**src/rtl/gray_step_monitor.sv**
```systemverilog
// Registers an upstream Gray count, decodes it, and checks that each sample holds or steps by +1.
// Tracks lock after a run of +1 steps and keeps a saturating tally of illegal steps.
module gray_step_monitor #(
    parameter int WIDTH      = 8,
    parameter int ERR_W      = 8,
    parameter int LOCK_STEPS = 4
) (
    input  logic             clk,
    input  logic             rst_n,
    input  logic             sample_en,
    input  logic [WIDTH-1:0] gray_in,
    input  logic             resync,
    input  logic             clr_err,
    output logic [WIDTH-1:0] bin_out,
    output logic             bin_valid,
    output logic             step_err,
    output logic             locked,
    output logic [ERR_W-1:0] err_count,
    output logic [1:0]       dbg_state_o
);

    // Handshake: sample_en qualifies gray_in for one cycle; there is no back-pressure.
    // bin_valid marks the single cycle in which bin_out, step_err and locked reflect a new sample.

    localparam int RUN_W = (LOCK_STEPS < 2) ? 1 : $clog2(LOCK_STEPS + 1);

    typedef enum logic [1:0] {
        ST_EMPTY  = 2'd0,
        ST_ACQ    = 2'd1,
        ST_LOCKED = 2'd2
    } state_t;

    state_t           state_q, state_d;
    logic [WIDTH-1:0] g_q;
    logic             v1_q;
    logic [WIDTH-1:0] bin_q, bin_d;
    logic             bin_valid_q;
    logic             step_err_q, step_err_d;
    logic [WIDTH-1:0] prev_q, prev_d;
    logic [RUN_W-1:0] run_q, run_d;
    logic [ERR_W-1:0] err_q, err_d;

    logic [WIDTH-1:0] bin_new;
    logic [WIDTH-1:0] delta;
    logic             legal;
    logic             plus_one;

    // Each binary bit is the XOR of all Gray bits at or above it.
    always_comb begin
        bin_new = '0;
        for (int i = 0; i < WIDTH; i++) begin
            bin_new[i] = ^(g_q >> i);
        end
    end

    assign delta    = bin_new - prev_q;
    assign plus_one = (delta == WIDTH'(1));
    assign legal    = (delta == '0) || plus_one;

    always_comb begin
        state_d    = state_q;
        run_d      = run_q;
        step_err_d = 1'b0;
        bin_d      = v1_q ? bin_new : bin_q;
        prev_d     = v1_q ? bin_new : prev_q;
        if (resync) begin
            // A sample finishing in the resync cycle is shown but never judged.
            state_d = ST_EMPTY;
            run_d   = '0;
        end else if (v1_q) begin
            case (state_q)
                ST_EMPTY: begin
                    state_d = ST_ACQ;
                    run_d   = '0;
                end
                ST_ACQ: begin
                    if (!legal) begin
                        step_err_d = 1'b1;
                        run_d      = '0;
                    end else if (plus_one) begin
                        if (run_q == RUN_W'(LOCK_STEPS - 1)) begin
                            state_d = ST_LOCKED;
                            run_d   = '0;
                        end else begin
                            run_d = run_q + RUN_W'(1);
                        end
                    end
                end
                ST_LOCKED: begin
                    if (!legal) begin
                        step_err_d = 1'b1;
                        state_d    = ST_ACQ;
                        run_d      = '0;
                    end
                end
                default: begin
                    state_d = ST_EMPTY;
                    run_d   = '0;
                end
            endcase
        end
    end

    always_comb begin
        err_d = err_q;
        if (clr_err) begin
            err_d = '0;
        end else if (step_err_d && (err_q != {ERR_W{1'b1}})) begin
            err_d = err_q + ERR_W'(1);
        end
    end

    always_ff @(posedge clk or negedge rst_n) begin
        if (!rst_n) begin
            state_q     <= ST_EMPTY;
            g_q         <= '0;
            v1_q        <= 1'b0;
            bin_q       <= '0;
            bin_valid_q <= 1'b0;
            step_err_q  <= 1'b0;
            prev_q      <= '0;
            run_q       <= '0;
            err_q       <= '0;
        end else begin
            state_q     <= state_d;
            g_q         <= sample_en ? gray_in : g_q;
            v1_q        <= sample_en;
            bin_q       <= bin_d;
            bin_valid_q <= v1_q;
            step_err_q  <= step_err_d;
            prev_q      <= prev_d;
            run_q       <= run_d;
            err_q       <= err_d;
        end
    end

    assign bin_out     = bin_q;
    assign bin_valid   = bin_valid_q;
    assign step_err    = step_err_q;
    assign locked      = (state_q == ST_LOCKED);
    assign err_count   = err_q;
    assign dbg_state_o = state_q;

endmodule

```
**config.mk**
```make
export PLATFORM = sky130hd
export DESIGN_NAME = gray_step_monitor
export DESIGN_NICKNAME = d
export VERILOG_FILES = /design/src/rtl/gray_step_monitor.sv
export SDC_FILE = /design/constraint.sdc
export NUM_CORES = 1
export LEC_CHECK = 0
export BUFFER_PORTS_ARGS = -buffer_cell sky130_fd_sc_hd__clkbuf_2
export CAP_MARGIN = 20
export CORE_UTILIZATION = 50
export CTS_CLUSTER_DIAMETER = 60
export CTS_CLUSTER_SIZE = 14
export DETAILED_ROUTE_END_ITERATION = 16
export HOLD_SLACK_MARGIN = 0.12
export PLACE_DENSITY = 0.73
export SETUP_SLACK_MARGIN = 0.15
export SYNTH_ARGS = -nofsm -noshare
export SYNTH_HDL_FRONTEND = slang
export SYNTH_SLANG_ARGS = --single-unit
```
**constraint.sdc**
```tcl
create_clock -name clk -period 11 [get_ports clk]
set_input_delay 0 -clock clk [delete_from_list [all_inputs] [get_ports clk]]
set_output_delay 0 -clock clk [all_outputs]
set_load 0.03 [all_outputs]
```
==> summary.md, run 1 <==
| Metric | Value |
|---|---|
| DR iter-0 viols | 48 |
| Core box area | approximately 3500 sq um |
| Leakage | 1.13 nW |
| Post-synth top area share | 42.3% |
| Die W | 63.5 um |
| Hpwl dp | 2840 um |
| CTS Buffer Depth | 2 |
| Cts bufs inserted | 5 |
| Leading area contributor after synthesis | dfrtp_1 |
| Max Freq | 232 MHz |
| Largest net degree at the start of global routing | 33 |
| Post-detailed-routing wire length | 4000 um |
| CP Data Arrival Time | between 4 and 5 ns |
| Nets | approximately 260 |
| GPL Wtd Cong | 0.821 |
| H-tree levels | 2 |
| Port Buffer Count | 33 |
| Top cells by area, synth | dfrtp_1 (42%), ha_1 (8.6%), mux2_2 (5.4%), a21oi_1 (3.7%), inv_1 (2.8%) |
| FF+latch count, synth | 32 |
| PD cells | 210 nW/um^2 |
| Worst skew pair latency | 0.29 ns |
| Seq/Total Area, Yosys | 42.3% |
| Crit share post-route | 39.2% |
| Layout area overhead | 22.4% |
| WL met1 | 1710 um |
| Wirelength per Cell | 14.4 um |
| Fin crit period | 4.31 ns |
| Outcome | finished, final reports clean |
| Final slew viol count | 0 |
| Crit-path max cell delay | 0.44 ns |
| Nature of the critical path startpoint | register |
| Setup crit end kind | register |
| Die Ht | 63.5 um |
| Initial antenna violation count | 0 |
| Via count | around 1500 |
| Total grt overflow | 0 |
| CTS tree | built |
| Async set-or-reset flop fraction in the synthesized netlist | between 90% and 100% |
| Share of layout cells above drive strength 1 | 24.1% |
| TritonRoute pass-1 iters | 4 |
| I/O pin count | 34 |
| Ant. Diodes | 0 |
| WL met2 | 2010 um |
| Post-CTS Setup Inserts | 0 |
| Post-route antenna net violation count | 0 |
| Post-synth EDFFs | 0 |
| Fin Setup TNS | 0 ns |
| Top routing layer used | met4 |
| Number of gates resized after CTS | 0 |
| Crit-path max FO | 14 |
| Ys flop type | dfrtp_1 |
| # fillers | approximately 290 |
| CTS Root Cell | clkbuf_8 |
| DRC viols | 0 |
| Initial Util | 54.6% |
| WS Path Type | reg2reg |
| Worst Skew | 0.00795 ns |
| Vias/cell | 5.46 |
| Maximum vdd drop | 0.000134 V |
| Slew of the pin with the lowest slew margin | just under 0.8 ns |
| CTS Sinks | 32 |
| Reg2Reg Capture Point | err_count[2]$_DFFE_PN0P_ |
| R2R Path Start | g_q[7]$_DFFE_PN0P_ |
| Count of final setup violators | 0 |
| Synth Cell Area | about 1900 sq um |
| Class of the worst hold path | in2async |
| Mapped Cells | 183 |
| Number of cell rows | 21 |
| Final Total Pwr | 0.487 mW |
| Synth cell types | 37 |
| Fin. Hold Viols | 0 |
| Worst path cell trace | xnor2_2, xnor2_2, xnor2_4, xor2_2, xor2_2, xnor2_1, ha_1, inv_1, fa_1, a21o_1, a21oi_1, xor2_1, o2111a_1, a31oi_1, buf_4, and3_1, mux2_1 |
| Worst-path clk slew | 0.08 ns |
| R2R Setup Slk | 6.69 ns |
| Slowest-stage cell, CP | dfrtp_1 |
| First-pass GRT wire length | ~6800 um |
| Vias in the first global route | 1541 |
| Unrepaired setup endpoints after global routing | no |
| Die ar. | 4040 sq um |
| Routed met3 length | 216 um |
| Crit path required time | 11.17 ns |
| GRT Resource Usage Total | 22.0% |
| Reg2Reg Depth | 17 |
| Relative slew slack | 47.7% |
| Warnings, synthesis | 0 |
| # Max-Cap Violations | 0 |
| Syn Nets | 210 |
| Syn Area/Cell | 10.3 sq um |
-- layout make-up --
cell class | count | area, sq um | share of cell area (%)
Clock buffer | 5 | 68.8 | 2.97
Clock inverter | 3 | 23.8 | 1.03
Inverter | 14 | 52.6 | 2.27
Multi-Input combinational cell | 132 | 1020 | 44.1
Sequential cell | 32 | 801 | 34.6
Tap cell | 46 | 57.6 | 2.48
Timing Repair Buffer | 46 | 293 | 12.6
-- cell usage in the layout (no fill, tap or decap), types with 7 or more instances in the layout --
cell,count
clkbuf_2,33
dfrtp_1,32
nor2_1,11
dlygate4sd3_1,12
mux2_2,9
inv_1,14
and3_1,7
nand2_1,7
ha_1,13
a21oi_1,14
o21ai_0,7
-- layer usage --
metal,GRT usage (%),up-vias
met5,0,-
met4,6.53,0
met3,6.34,9
met2,38.2,41
met1,26.1,734
li1,-,735
-- logic make-up (layout without fill, tap and decap cells) --
family,after synthesis,after routing,share of synthesized area [%]
simple gates,53,53,15.4
buf+inv,19,68,3.77
fa+ha+maj,14,14,9.65
flops,32,32,42.3
compound gates,39,39,12.6
mux,13,13,7.67
xor+xnor,13,13,8.59
-- critical path, delay by kind of cell (launching register included) --
family	cells	cell delay (ns)
mux	1	0.31
xor+xnor	7	1.68
fa+ha+maj	2	0.59
buf+inv	2	0.26
simple gates	1	0.18
flops	1	0.44
compound gates	4	0.74
-- synthesized netlist by cell type, types with 2 or more instances --
cell	count
a22o_1	2
xnor2_2	2
a21o_1	3
a21oi_1	14
nand2b_1	6
dfrtp_1	32
a41oi_1	2
nor3_1	3
xor2_2	2
inv_1	14
ha_1	13
mux2_2	9
nor2_1	11
mux2_1	3
xor2_1	4
nand4_1	3
xnor2_1	4
clkbuf_1	5
nor3b_1	2
and4b_1	2
o21ai_0	7
nand2_1	7
nand3_1	4
and3_1	7
o21ai_1	5
nor2b_1	6
-- worst max path at each step --
stage | start | endpoint | slack, ns | cells past startpoint
4_1_cts | g_q[7]$_DFFE_PN0P_ | err_count[2]$_DFFE_PN0P_ | 6.14 | 16
6_report | g_q[7]$_DFFE_PN0P_ | err_count[2]$_DFFE_PN0P_ | 6.69 | 17
3_5_place_dp | g_q[7]$_DFFE_PN0P_ | err_count[2]$_DFFE_PN0P_ | 6.20 | 16
2_1_floorplan | g_q[7]$_DFFE_PN0P_ | err_count[6]$_DFFE_PN0P_ | 7.14 | 17
5_1_grt | g_q[7]$_DFFE_PN0P_ | err_count[2]$_DFFE_PN0P_ | 6.47 | 17
3_3_place_gp | g_q[7]$_DFFE_PN0P_ | err_count[2]$_DFFE_PN0P_ | 6.53 | 16
-- stage by stage --
stage / util, % / setup slack [ns] / hold WS (ns) / std cells / cell area [sq um]
5_1_grt: 66.8 / 6.47 / 0.402 / 278 / 2320
6_report: 66.8 / 6.69 / 0.317 / 278 / 2320
3_5_place_dp: 60.5 / 6.20 / 0.118 / 257 / 2100
2_1_floorplan: - / 7.14 / -0.296 / 183 / 1890
3_3_place_gp: 60.5 / 6.53 / 0.106 / 257 / 2100
4_1_cts: 66.6 / 6.14 / 0.347 / 277 / 2310
-- power by group --
part / switching [mW] / total (mW) / internal (mW)
Combinational: 0.152 / 0.248 / 0.0966
Clock: 0.0481 / 0.0929 / 0.0447
Sequential: 0.0129 / 0.146 / 0.133
-- state kept, by name (all words and copies together), names as in the netlist --
register and count:
bin_valid 1, run_q 3, err_count 8, dbg_state_o 2, v1_q 1, g_q 8, prev_q 8, step_err 1
-- repair_timing --
action                     CTS  global route
setup endpoints to repair    0             0
hold buffers                12             0
hold endpoints to repair    48             0
(Power assumes the default switching activity.)
==> inputs of run 2 (changes only) <==
--- a/config.mk
+++ b/config.mk
@@ -12,7 +12,7 @@
 export CTS_CLUSTER_SIZE = 14
 export DETAILED_ROUTE_END_ITERATION = 16
 export HOLD_SLACK_MARGIN = 0.12
-export PLACE_DENSITY = 0.73
+export PLACE_DENSITY = 0.76
 export SETUP_SLACK_MARGIN = 0.15
 export SYNTH_ARGS = -nofsm -noshare
 export SYNTH_HDL_FRONTEND = slang
==> constraint.sdc (replaced) <==
create_clock -name clk -period 3.8 [get_ports clk]
set_input_delay 0 -clock clk [delete_from_list [all_inputs] [get_ports clk]]
set_output_delay 0 -clock clk [all_outputs]
set_load 0.03 [all_outputs]
==> run 2 against run 1 <==
First-iteration DRC count is 92% higher; sequential power grew to 2.9 times the previous value; worst hold slack better by 0.013 ns; cell count is 5.8% higher; die area stayed put; global-route usage is 1.9 points higher; count of clock-buffer cells in the layout is 3 higher; total power grew to 3.4 times the previous value; combinational power grew to 3.8 times the previous value; critical path type unchanged; critical endpoint unchanged; highest routed layer unchanged.
==> summary.md, run 2 (synthesis gave the netlist of run 1 again) <==
| Metric | Value |
|---|---|
| CTS Sinks | 32 (unchanged) |
| Layout area overhead | 33.6% |
| Ant. Diodes | 0 (unchanged) |
| Hpwl dp | 2840 um (-0.26%) |
| Core box area | 3470 sq um (unchanged) |
| Outcome | finished, final reports clean |
| R2R Setup Slk | 0.08 ns (-6.61 ns) |
| GPL Wtd Cong | 0.755 (-8.0%) |
| Class of the worst hold path | in2async |
| Reg2Reg Capture Point | err_count[2]$_DFFE_PN0P_ |
| Cell family with most CP delay | XOR/XNOR gates |
| Vias/cell | 5.36 (-2.0%) |
| TritonRoute pass-1 iters | 4 (unchanged) |
| Count of final setup violators | 0 (unchanged) |
| R2R Path Start | g_q[6]$_DFFE_PN0P_ |
| Sw frac | 41.9% (-1.8 points) |
| Maximum vdd drop | 0.000419 V (+210%) |
| Worst Skew | 0.00579 ns (-0.00216 ns) |
| Logic pwr share | 57.8% (+6.8 points) |
| Crit share post-route | 97.9% (+59 points) |
| Cts bufs inserted | 5 (unchanged) |
| Total grt overflow | 0 (unchanged) |
| Worst path cell trace | xnor2_2, xnor2_2, xnor2_4, xor2_2, xor2_2, xnor2_2, ha_2, inv_2, fa_2, a21o_1, a21oi_2, xor2_1, o2111a_2, a31oi_4, and3_4, mux2_4 |
| Post-DP Area | 2180 sq um (+4.1%) |
| Fin cells | 294 (+5.8%) |
| # Max-Cap Violations | 0 (unchanged) |
| H-tree levels | 2 (unchanged) |
| Post-route cell area | 2530 sq um (+9.1%) |
| Crit path launch | g_q[6]$_DFFE_PN0P_ |
| Reg2Reg Depth | 16 (-1) |
| Crit path required time | 3.97 ns (-7.20 ns) |
| Nets | 274 (+6.2%) |
| Initial antenna violation count | 0 (unchanged) |
| Final Total Pwr | 1.64 mW (+240%) |
| Die ar. | 4040 sq um (unchanged) |
| CTS Buffer Depth | 2 (unchanged) |
| Worst skew pair latency | 0.29 ns (about the same) |
| First-pass GRT wire length | 7350 um (+8.0%) |
| Pint | 0.953 mW (+250%) |
| Fin crit period | 3.72 ns (-0.592 ns) |
| CTS Root Cell | clkbuf_8 |
| Relative slew slack | 46.7% (-1.0 points) |
| Psw | 0.687 mW (+220%) |
| Initial Util | 54.6% (unchanged) |
| Most common cell on crit path | xnor2_2 |
| PD cells | 649 nW/um^2 (+210%) |
| I/O pin count | 34 (unchanged) |
| Share of layout cells above drive strength 1 | 35.5% (+11 points) |
| DRC viols | 0 (unchanged) |
| Leading cell type in the layout, fill and taps excluded | clkbuf_2 |
| Unrepaired setup endpoints after global routing | yes |
| WS Path Type | reg2reg |
| CTS tree | built |
| Reg power frac | 25.8% (-4.1 points) |
| Slew of the pin with the lowest slew margin | 0.800 ns (+0.0149 ns) |
| Fin. Hold Viols | 0 (unchanged) |
| DR iter-0 viols | 92 (+92%) |
| Post-detailed-routing wire length | 4290 um (+7.1%) |
| Crit-path max cell delay | 0.41 ns (-0.03 ns) |
| Port Buffer Count | 33 (unchanged) |
| Slowest-stage cell, CP | dfrtp_1 |
| Inst Count DP | 262 (+1.9%) |
| # fillers | 276 (-5.8%) |
| Clock power frac | 16.4% (-2.7 points) |
| Leakage | 1.22 nW (+8.2%) |
| Worst-path clk slew | 0.06 ns (-0.02 ns) |
| Largest net degree at the start of global routing | 33 (unchanged) |
| Vias in the first global route | 1677 (+8.8%) |
| Buf/Inv on CP | 1 (-1) |
| Wirelength per Cell | 14.6 um (+1.3%) |
| Via count | 1575 (+3.7%) |
| Setup crit end kind | register |
| Number of cell rows | 21 (unchanged) |
| Die Ht | 63.5 um (unchanged) |
| Worst path depth | 16 (-1) |
| Crit-path max FO | 6 (-8) |
| Final slew viol count | 0 (unchanged) |
| CP Data Arrival Time | 3.89 ns (-0.59 ns) |
| Max Freq | 269 MHz (+16%) |
| Post-route antenna net violation count | 0 (unchanged) |
| Die W | 63.5 um (unchanged) |
| GRT Resource Usage Total | 23.9% (+1.9 points) |
| Highest-count cells in the layout ignoring fill and taps | clkbuf_2 (33), dfrtp_1 (32), buf_4 (15) |
| Nature of the critical path startpoint | register |
==> run 2: cell types whose count changed in the layout (fill, tap and decap cells not counted), moves of 3 or more <==
cell | before | now
a21oi_2 | 0 | 3
a21oi_1 | 14 | 11
buf_4 | 1 | 15
mux2_1 | 3 | 0
mux2_4 | 0 | 3
==> run 2: how the worst max path moves through the flow <==
stage | endpoint | slack [ns]
after floorplan | err_count[2]$_DFFE_PN0P_ | 0.08
after global placement | err_count[2]$_DFFE_PN0P_ | 0.09
after detailed placement | err_count[2]$_DFFE_PN0P_ | -0.06
after CTS | run_q[0]$_DFFE_PN0P_ | 0.12
after global routing | err_count[7]$_DFFE_PN0P_ | -0.09
final | err_count[2]$_DFFE_PN0P_ | 0.08
==> run 2: metal layers <==
metal  up-vias  routed length, um  track usage [%]
met1       758               1750             25.3
met4         0                 89             8.81
met3        11                147             6.52
met5         -                  0                0
li1        767                  -                -
met2        39               2300             44.5
==> run 2: layout make-up <==
type | instances | area (sq um) | area share, %
Clock buffer | 8 | 90.1 | 3.56
Multi-Input combinational cell | 132 | 1110 | 44.0
Tap cell | 46 | 57.6 | 2.28
Timing Repair Buffer | 62 | 414 | 16.4
Inverter | 14 | 52.6 | 2.08
Sequential cell | 32 | 801 | 31.7
==> run 2: stage by stage <==
stage               worst slack, ns  setup TNS (ns)  hold slack [ns]  util (%)
floorplan                    0.0822               0           -0.296         -
detailed placement          -0.0581         -0.0662            0.129      63.0
finish                       0.0802               0            0.330      72.9
global route                -0.0852          -0.749            0.409      72.9
CTS                           0.121               0            0.367      71.1
global placement             0.0919               0            0.108      63.0
==> run 2: timing repair <==
| action | in CTS | in global routing |
|---|---|---|
| gates cloned | 1 | 0 |
| hold buffers | 12 | 0 |
| buffers inserted | 7 | 4 |
| endpoints found under the setup margin | 11 | 13 |
| endpoints found under the hold margin | 48 | 0 |
| pin swaps | 9 | 15 |
| gates resized for setup | 3 | 6 |
==> run 2: power groups by stage <==
stage / clock, mW / sequential, mW / combinational [mW]
final: 0.269 / 0.423 / 0.948
after global routing: 0.292 / 0.428 / 1.04
after global placement: 0 / 0.425 / 0.754
after floorplan: 0 / 0.491 / 0.522
after detailed placement: 0 / 0.428 / 0.790
after CTS: 0.273 / 0.422 / 0.860
==> inputs of run 3 (changes only) <==
--- a/config.mk
+++ b/config.mk
@@ -12,7 +12,7 @@
 export CTS_CLUSTER_SIZE = 14
 export DETAILED_ROUTE_END_ITERATION = 16
 export HOLD_SLACK_MARGIN = 0.12
-export PLACE_DENSITY = 0.76
+export PLACE_DENSITY_LB_ADDON = 0.3
 export SETUP_SLACK_MARGIN = 0.15
 export SYNTH_ARGS = -nofsm -noshare
 export SYNTH_HDL_FRONTEND = slang
==> run 3 against run 2 <==
The flow now finishes with violations (setup timing); register-to-register slack got worse by 0.17 ns; total power up 5.9%; sequential cell count did not move; die area unchanged; setup slack got worse by 0.17 ns; clock power grew 20%; first-iteration DRC count decreased by 14%; critical endpoint unchanged.
==> summary.md, run 3 (synthesis gave the netlist of run 1 again) <==
| Metric | Value |
|---|---|
| Outcome | finished, violations left |
| Failing checks | setup timing |
| DR iter-0 viols | 79 (-14%) |
| Worst Skew | 0.00525 ns (-0.000539 ns) |
| Initial antenna violation count | 0 (unchanged) |
| Crit path required time | 3.97 ns (about the same) |
| Nature of the critical path startpoint | register |
| First-pass GRT wire length | 7300 um (-0.65%) |
| Die W | 63.5 um (unchanged) |
| Fin. Hold Viols | 0 (unchanged) |
| Largest net degree at the start of global routing | 33 (unchanged) |
| Post-layout util | 75.8% (+2.9 points) |
| Nets | 279 (+1.8%) |
| I/O pin count | 34 (unchanged) |
| Post-DP Area | 2180 sq um (unchanged) |
| Fin crit period | 3.89 ns (+0.168 ns) |
| Core box area | 3470 sq um (unchanged) |
| CTS Buffer Depth | 2 (unchanged) |
| Total grt overflow | 0 (unchanged) |
| Layout area overhead | 38.9% |
| Worst skew pair latency | 0.29 ns (about the same) |
| CTS Root Cell | clkbuf_8 |
| Class of the worst hold path | in2async |
| Highest-count cells in the layout ignoring fill and taps | clkbuf_2 (33), dfrtp_1 (32), buf_4 (19) |
| DRC viols | 0 (unchanged) |
| TritonRoute pass-1 iters | 4 (unchanged) |
| Final slew viol count | 0 (unchanged) |
| CP Data Arrival Time | 4.06 ns (+0.17 ns) |
| Post-route cell area | 2630 sq um (+4.0%) |
| Min setup slack post-route | -0.0878 ns (-0.168 ns) |
| H-tree levels | 2 (unchanged) |
| Via count | 1632 (+3.6%) |
| Die ar. | 4040 sq um (unchanged) |
| GRT Resource Usage Total | 23.6% (-0.32 points) |
| Slew of the pin with the lowest slew margin | 0.803 ns (+0.00319 ns) |
| Wirelength per Cell | 14.9 um (+2.0%) |
| Leakage | 1.26 nW (+3.5%) |
| Leading cell type in the layout, fill and taps excluded | clkbuf_2 |
| Die Ht | 63.5 um (unchanged) |
| Post-route antenna net violation count | 0 (unchanged) |
| Vias/cell | 5.46 (+1.9%) |
| WS Path Type | reg2reg |
| Count of final setup violators | 7 (+7) |
| Number of cell rows | 21 (unchanged) |
| Relative slew slack | 46.5% (-0.21 points) |
| Maximum vdd drop | 0.000400 V (-4.5%) |
| Max Freq | 257 MHz (-4.3%) |
| CTS tree | built |
| Hpwl dp | 2810 um (-0.75%) |
| Port Buffer Count | 33 (unchanged) |
| # Max-Cap Violations | 0 (unchanged) |
| Setup crit end kind | register |
| Post-detailed-routing wire length | 4450 um (+3.8%) |
| Cts bufs inserted | 5 (unchanged) |
| Share of layout cells above drive strength 1 | 39.1% (+3.6 points) |
| Crit-path max FO | 5 (-1) |
| Hold WS | 0.340 ns (+0.00972 ns) |
| GPL Wtd Cong | 0.780 (+3.2%) |
| CTS Sinks | 32 (unchanged) |
| Unrepaired setup endpoints after global routing | yes |
| Ant. Diodes | 0 (unchanged) |
| PD cells | 661 nW/um^2 (+1.9%) |
| Initial Util | 54.6% (unchanged) |
| Worst-path clk slew | 0.07 ns (about the same) |
| Crit share post-route | 102% (+4.4 points) |
| Dpl ws | -0.0991 ns (-0.0410 ns) |
| Vias in the first global route | 1681 (+0.24%) |
| Reg2Reg Depth | 16 (unchanged) |
[run 3: layout make-up]
class | instances | area, sq um
clock buffers | 6 | 72.6
clock inverters | 2 | 35.0
fillers | 259 | 840
inverters | 14 | 52.6
multi-input cells | 133 | 1160
flip-flops and latches | 32 | 801
well taps | 46 | 57.6
repair buffers | 66 | 450
[run 3: critical path, cell delays in order, from the launching register on]
cell and delay (ns):
dfrtp_1 0.41, xnor2_2 0.17, xnor2_2 0.31, xnor2_4 0.18, xor2_2 0.22, xor2_2 0.23
xnor2_2 0.16, ha_2 0.22, inv_2 0.04, fa_2 0.33, a21o_1 0.18, a21oi_2 0.18
xor2_1 0.20, o2111a_2 0.32, a31oi_4 0.15, and3_4 0.18, mux2_4 0.29
[run 3: per-stage QoR]
| step | cells | setup TNS [ns] | power [mW] |
|---|---|---|---|
| 2_1_floorplan | 183 | 0 | 1.01 |
| 3_3_place_gp | 262 | 0 | 1.18 |
| 3_5_place_dp | 262 | -0.180 | 1.22 |
| 4_1_cts | 292 | 0 | 1.67 |
| 5_1_grt | 299 | -1.96 | 1.84 |
| 6_report | 299 | -0.241 | 1.74 |
[run 3: power by group]
group          switching (mW)  internal [mW]  leakage, nW
registers              0.0378          0.385        0.405
clock network           0.127          0.194       0.0552
logic                   0.556          0.438        0.802
total                   0.721           1.02         1.26
[run 3: final timing paths]
check	slack, ns	to	start
setup / recovery	-0.09	err_count[2]$_DFFE_PN0P_	g_q[7]$_DFFE_PN0P_
hold / removal	0.34	err_count[7]$_DFFE_PN0P_	rst_n
setup reg to reg	-0.09	err_count[2]$_DFFE_PN0P_	g_q[7]$_DFFE_PN0P_
hold reg to reg	0.52	run_q[2]$_DFFE_PN0P_	run_q[2]$_DFFE_PN0P_
max in group asynchronous	2.95	prev_q[1]$_DFFE_PN0P_	rst_n
min in group clk	0.49	g_q[3]$_DFFE_PN0P_	gray_in[3]
[run 3: layer usage]
| metal | global-route usage [%] | wire length, um |
|---|---|---|
| met1 | 25.0 | 1720 |
| met2 | 44.5 | 2470 |
| met4 | 8.52 | 102 |
| met3 | 5.62 | 158 |
| met5 | 0 | 0 |
[run 3: what timing repair did]
| action | CTS | global route |
|---|---|---|
| setup endpoints to repair | 13 | 14 |
| endpoints found under the hold margin | 48 | 0 |
| hold buffers | 12 | 0 |
| setup buffers | 9 | 7 |
| cloned | 1 | 0 |
| pin swaps | 12 | 14 |
| resized for setup | 8 | 8 |
